### src/rtl/keypad_pkg.sv
// rtl/keypad_pkg.sv - shared types and helpers for the keypad scanner
// Purpose : FSM state encoding, keypad geometry and key-code packing.
// Exports : state_t, ROWS, COLS, key_pack(), row_drive()
package keypad_pkg;

  typedef enum logic [1:0] {
    ST_SCAN       = 2'd0,
    ST_DEBOUNCE_P = 2'd1,
    ST_HOLD       = 2'd2,
    ST_RELEASE_D  = 2'd3
  } state_t;

  localparam int ROWS = 4;
  localparam int COLS = 4;

  // {row, col_idx}; col_idx is the lowest column reading low, so with
  // several keys down in one row the lowest column wins.
  function automatic logic [3:0] key_pack(input logic [1:0] row, input logic [3:0] col_n);
    logic [1:0] idx;
    idx = 2'd0;
    for (int i = COLS - 1; i >= 0; i--) begin
      if (!col_n[i]) idx = i[1:0];
    end
    return {row, idx};
  endfunction

  // Active-low one-hot row drive for a row index.
  function automatic logic [3:0] row_drive(input logic [1:0] row);
    return ~(4'b0001 << row);
  endfunction

endpackage

### src/rtl/sync_2ff.sv
// rtl/sync_2ff.sv - two-flop synchronizer for asynchronous inputs
// Purpose : brings an asynchronous bus into the clk domain (2-cycle latency).
// Ports   : clk, rst (sync, active-high), d (async in), q (synchronized out)
module sync_2ff #(
  parameter int                 WIDTH     = 4,
  parameter logic [WIDTH-1:0]   RESET_VAL = '1
) (
  input  logic             clk,
  input  logic             rst,
  input  logic [WIDTH-1:0] d,
  output logic [WIDTH-1:0] q
);

  logic [WIDTH-1:0] r_meta;
  logic [WIDTH-1:0] r_sync;

  always_ff @(posedge clk) begin
    if (rst) begin
      r_meta <= RESET_VAL;
      r_sync <= RESET_VAL;
    end else begin
      r_meta <= d;
      r_sync <= r_meta;
    end
  end

  assign q = r_sync;

endmodule

### src/rtl/keypad_scan.sv
// rtl/keypad_scan.sv - 4x4 active-low matrix keypad scanner with debounce
// Purpose : drives one row low at a time, samples columns, debounces press and
//           release, and presents a 4-bit key code over a valid/ready handshake.
// Ports   : clk, rst (sync, active-high)
//           col_i[3:0]  keypad columns, active-low, asynchronous
//           row_o[3:0]  row drive, active-low, exactly one bit low
//           key_code    {row_idx, col_idx} of the accepted key
//           key_valid   key_code holds an unconsumed key
//           key_ready   consumer accepts on key_valid & key_ready
//           key_pressed high from press accept to release accept
//           key_overrun 1-cycle pulse when a key is dropped because one is pending
module keypad_scan
  import keypad_pkg::*;
#(
  parameter int SCAN_DIV     = 1000,
  parameter int DEBOUNCE_CNT = 20000
) (
  input  logic       clk,
  input  logic       rst,
  input  logic [3:0] col_i,
  output logic [3:0] row_o,
  output logic [3:0] key_code,
  output logic       key_valid,
  input  logic       key_ready,
  output logic       key_pressed,
  output logic       key_overrun
);

  localparam int CNT_MAX = (SCAN_DIV > DEBOUNCE_CNT) ? SCAN_DIV : DEBOUNCE_CNT;
  localparam int CNT_W   = $clog2(CNT_MAX + 1);

  localparam logic [CNT_W-1:0] SCAN_LAST = CNT_W'(SCAN_DIV - 1);
  localparam logic [CNT_W-1:0] DEB_LAST  = CNT_W'(DEBOUNCE_CNT - 1);
  localparam logic [CNT_W-1:0] CNT_SAT   = CNT_W'(CNT_MAX);
  localparam logic [CNT_W-1:0] CNT_ONE   = CNT_W'(1);

  logic [3:0]       w_col_s;
  logic [CNT_W-1:0] w_cnt_inc;

  state_t           r_state;
  logic [CNT_W-1:0] r_cnt;
  logic [1:0]       r_row;
  logic [3:0]       r_row_o;
  logic [3:0]       r_latched;
  logic [3:0]       r_code;
  logic             r_valid;
  logic             r_pressed;
  logic             r_overrun;

  sync_2ff #(
    .WIDTH     (4),
    .RESET_VAL (4'hF)
  ) u_col_sync (
    .clk (clk),
    .rst (rst),
    .d   (col_i),
    .q   (w_col_s)
  );

  // One counter serves dwell, press-stable and release-stable timing since
  // only one of them is active in any state; it holds at its ceiling.
  assign w_cnt_inc = (r_cnt == CNT_SAT) ? r_cnt : r_cnt + CNT_ONE;

  always_ff @(posedge clk) begin
    if (rst) begin
      r_state   <= ST_SCAN;
      r_cnt     <= '0;
      r_row     <= 2'd0;
      r_row_o   <= 4'b1110;
      r_latched <= 4'hF;
      r_code    <= 4'h0;
      r_valid   <= 1'b0;
      r_pressed <= 1'b0;
      r_overrun <= 1'b0;
    end else begin
      r_overrun <= 1'b0;

      // Consumption; a same-cycle commit below overrides this and keeps valid high.
      if (r_valid && key_ready) r_valid <= 1'b0;

      case (r_state)
        ST_SCAN: begin
          if (r_cnt == SCAN_LAST) begin
            r_cnt <= '0;
            if (w_col_s == 4'hF) begin
              r_row   <= r_row + 2'd1;
              r_row_o <= row_drive(r_row + 2'd1);
            end else begin
              r_latched <= w_col_s;
              r_state   <= ST_DEBOUNCE_P;
            end
          end else begin
            r_cnt <= w_cnt_inc;
          end
        end

        ST_DEBOUNCE_P: begin
          if (w_col_s == r_latched) begin
            if (r_cnt == DEB_LAST) begin
              r_cnt     <= '0;
              r_state   <= ST_HOLD;
              r_pressed <= 1'b1;
              // A pending key that is not being taken this cycle wins;
              // the new one is dropped and flagged.
              if (!r_valid || key_ready) begin
                r_code  <= key_pack(r_row, r_latched);
                r_valid <= 1'b1;
              end else begin
                r_overrun <= 1'b1;
              end
            end else begin
              r_cnt <= w_cnt_inc;
            end
          end else begin
            // Bounce: retry the same row from a fresh dwell.
            r_cnt   <= '0;
            r_state <= ST_SCAN;
          end
        end

        ST_HOLD: begin
          if (w_col_s == 4'hF) begin
            r_cnt   <= '0;
            r_state <= ST_RELEASE_D;
          end
        end

        ST_RELEASE_D: begin
          if (w_col_s == 4'hF) begin
            if (r_cnt == DEB_LAST) begin
              r_cnt     <= '0;
              r_pressed <= 1'b0;
              r_row     <= r_row + 2'd1;
              r_row_o   <= row_drive(r_row + 2'd1);
              r_state   <= ST_SCAN;
            end else begin
              r_cnt <= w_cnt_inc;
            end
          end else begin
            r_cnt   <= '0;
            r_state <= ST_HOLD;
          end
        end

        default: begin
          r_cnt   <= '0;
          r_state <= ST_SCAN;
        end
      endcase
    end
  end

  assign row_o       = r_row_o;
  assign key_code    = r_code;
  assign key_valid   = r_valid;
  assign key_pressed = r_pressed;
  assign key_overrun = r_overrun;

endmodule
### config.mk
export PLATFORM = sky130hd
export DESIGN_NAME = keypad_scan
export DESIGN_NICKNAME = d
export VERILOG_FILES = /design/src/rtl/keypad_pkg.sv /design/src/rtl/sync_2ff.sv /design/src/rtl/keypad_scan.sv
export SDC_FILE = /design/constraint.sdc
export NUM_CORES = 1
export LEC_CHECK = 0
export CELL_PAD_IN_SITES_DETAIL_PLACEMENT = 1
export CELL_PAD_IN_SITES_GLOBAL_PLACEMENT = 2
export CORE_UTILIZATION = 35
export DETAILED_ROUTE_END_ITERATION = 16
export MAX_ROUTING_LAYER = met4
export PLACE_DENSITY_LB_ADDON = 0.1
export REMOVE_ABC_BUFFERS = 1
export SKIP_CTS_REPAIR_TIMING = 1
export SYNTH_ARGS = -nofsm -noshare
export SYNTH_HDL_FRONTEND = slang
export SYNTH_SLANG_ARGS = --single-unit
export TNS_END_PERCENT = 1
### constraint.sdc
create_clock -name clk -period 2.75 [get_ports clk]
set_clock_uncertainty 0.2 [all_clocks]
set_input_delay 0.6875 -clock clk [delete_from_list [all_inputs] [get_ports clk]]
set_output_delay 0.6875 -clock clk [all_outputs]
set_load 0.005 [all_outputs]
==> impl_metrics.toml <==
[cells_and_area]
final_cells = 308
layout_commonest_cell = "dfxtp_1"
multi_input_area_um2 = 1080
fill_cells = 621
mostFrequentLayoutCells = "42 x dfxtp_1, 26 x nor2_1, 17 x clkdlybuf4s50_1"
diodes = 0
final_nets = 250
drive_gt1_share_pct = 11.8
syn_to_final_growth_pct = 17.4
regArea_um2 = 841
postLayoutCoreUtil_pct = 43.9

[global_routing]
antenna_found_initial = 0
grt_max_degree = 24
gr-total-overflow = 0
grt_pass1_vias = 1690
grt_pass1_wl_mm = 7.99
grt_usage_pct = 17.5

[power_and_ir_drop]
p_per_area_nw_per_um2 = 464
p_leak_nw = 0.827
ir_worst_vdd_mv = 0.286

[routing]
drt-total-wl_mm = 4.60
vias_per_cell = 5.22
drcViolationCount = 0
ant_nets = 0
initialDrtViolationCount = 59
vias = 1607
first_pass_iters = 4
wl_per_cell_um = 14.9

[critical_path]
critPathCaptureType = "flip-flop"
cp.arrival_ns = 2.39
crit_type = "flip-flop to flip-flop"
critPathMaxFanout = 10
start_kind = "flip-flop"
cp.required_ns = 2.73

[sta]
hold_viol = 0
fin_crit_ns = 2.41
slew_violations = 0
worst_slack_ns = 0.341
fin_setup_tns_ns = 0
fmax_mhz = 415
relSlewSlack_pct = 54.2
rsz0062_at_grt = "no"
worst_pin_slew_ns = 0.683
fin_crit_sh_pct = 87.6
setup_viol = 0
whs_ns = 0.211

[synth]
ys_ff_latch = 42
ys_types = 42
synth_top_area_share_pct = 42.7
avgSynthCellArea_um2 = 9.08
synth_cells = 217
synth_seq_area_share_pct = 42.7
synth_area_leaders = "dfxtp_1 43%, nor2_1 5.0%, xnor2_1 4.0%"
synth_edf_count = 0
ys_warn_count = 0
synth_top_flop_cell = "dfxtp_1"
yosysTopAreaCell = "dfxtp_1"
syn_area_um2 = 1970
synthArstFlopShare_pct = 0

[floorplan]
rows = 26
die_h_um = 77.0
die_x_um = 77.0
io_pins = 18
start_util_pct = 37.4
core_um2 = 5270
die_area_um2 = 5930

[cts]
path_clk_slew_ns = 0.08
cts_root_buf = "clkbuf_8"
cts.sink_count = 42
clock_latency_ns = 0.29
tritoncts = "built"
cts_max_level = 2
cts_made_buffers = 5
clk_path_buf_depth = 2

[placement]
port_buffers = 17
gp_congestion = 0.857
dpl.hpwl_mm = 3.59
dp_slack_ns = 0.363
dp_cells = 300

[job]
drv_cap = 0

[run_status]
status = "finished, final reports clean"

[min_path]
hold_class = "flip-flop to flip-flop"
## report_power, final
group / switching, mW / internal (mW) / total (mW)
combinational: 0.0311 / 0.0277 / 0.0588
clock: 0.211 / 0.178 / 0.390
sequential: 0.00862 / 0.617 / 0.626
## worst max-delay path, cell delays in order (launching register included)
cell	delay (ns)
dfxtp_1	0.41
ha_1	0.29
nor4bb_1	0.23
and4_1	0.33
o31a_1	0.16
a2bb2oi_2	0.40
buf_4	0.23
nor2_1	0.05
## flip-flops by register name (all words and copies together) (netlist names)
signal and cells:
r_row 2, key_pressed 1, r_latched 4, key_overrun 1, key_code 4, u_col_sync.q 4, r_cnt 15, row_o 4
u_col_sync.r_meta 4, key_valid 1, r_state 2
## synth_stat cells (2+ instances only)
cell type and number:
xor2_1 9, clkbuf_1 6, nand3b_1 2, dfxtp_1 42
nor2_1 26, nor3_1 7, ha_1 6, nand4b_1 2
mux2i_1 3, and4_1 4, a21oi_1 11, a211o_1 4
nand3_1 10, a211oi_1 2, or2_2 9, inv_1 6
nor2b_1 2, nand4_1 5, and3_1 2, nand4bb_1 2
nand2_1 13, o22ai_1 3, nor4_1 4, o21ai_0 5
xnor2_1 9, nand2b_1 7
## metrics by stage
stage               cell area (um2)  power (mW)
detailed placement             2220       0.699
global route                   2310        1.13
global placement               2220       0.696
finish                         2310        1.07
CTS                            2310        1.09
floorplan                      1940       0.669
## area by class of cell
type | count | area share [%]
multi-input cells | 162 | 46.7
inverters | 6 | 0.973
well taps | 70 | 3.79
flip-flops and latches | 42 | 36.3
clock inverters | 3 | 0.919
clock buffers | 5 | 2.97
repair buffers | 20 | 8.33
## path summary, 6_finish.rpt
path / startpoint / end / slack, ns / cells after the start
max reg2reg: r_cnt[0] / r_cnt[9] / 0.34 / 7
min reg2reg: u_col_sync.r_meta[3] / u_col_sync.q[3] / 0.21 / 1
max: r_cnt[0] / r_cnt[9] / 0.34 / 7
min: u_col_sync.r_meta[3] / u_col_sync.q[3] / 0.21 / 1
## logic make-up (layout without fill, tap and decap cells)
| group | after synthesis | after routing | synth area share, % |
|---|---|---|---|
| buf+inv | 13 | 34 | 2.54 |
| mux | 3 | 3 | 1.52 |
| simple gates | 103 | 103 | 30.3 |
| flops | 42 | 42 | 42.7 |
| compound gates | 32 | 32 | 11.2 |
| xor+xnor | 18 | 18 | 8.00 |
| fa+ha+maj | 6 | 6 | 3.81 |
## per-layer routing
metal / up-vias / GRT usage, % / part of all wire [%]
met4: 0 / 6.79 / 1.3
li1: 806 / - / -
met1: 776 / 20.9 / 48
met3: 7 / 4.17 / 2.3
met5: - / - / 0
met2: 18 / 28.3 / 48
Note: power is estimated with default switching activity, not from simulation.
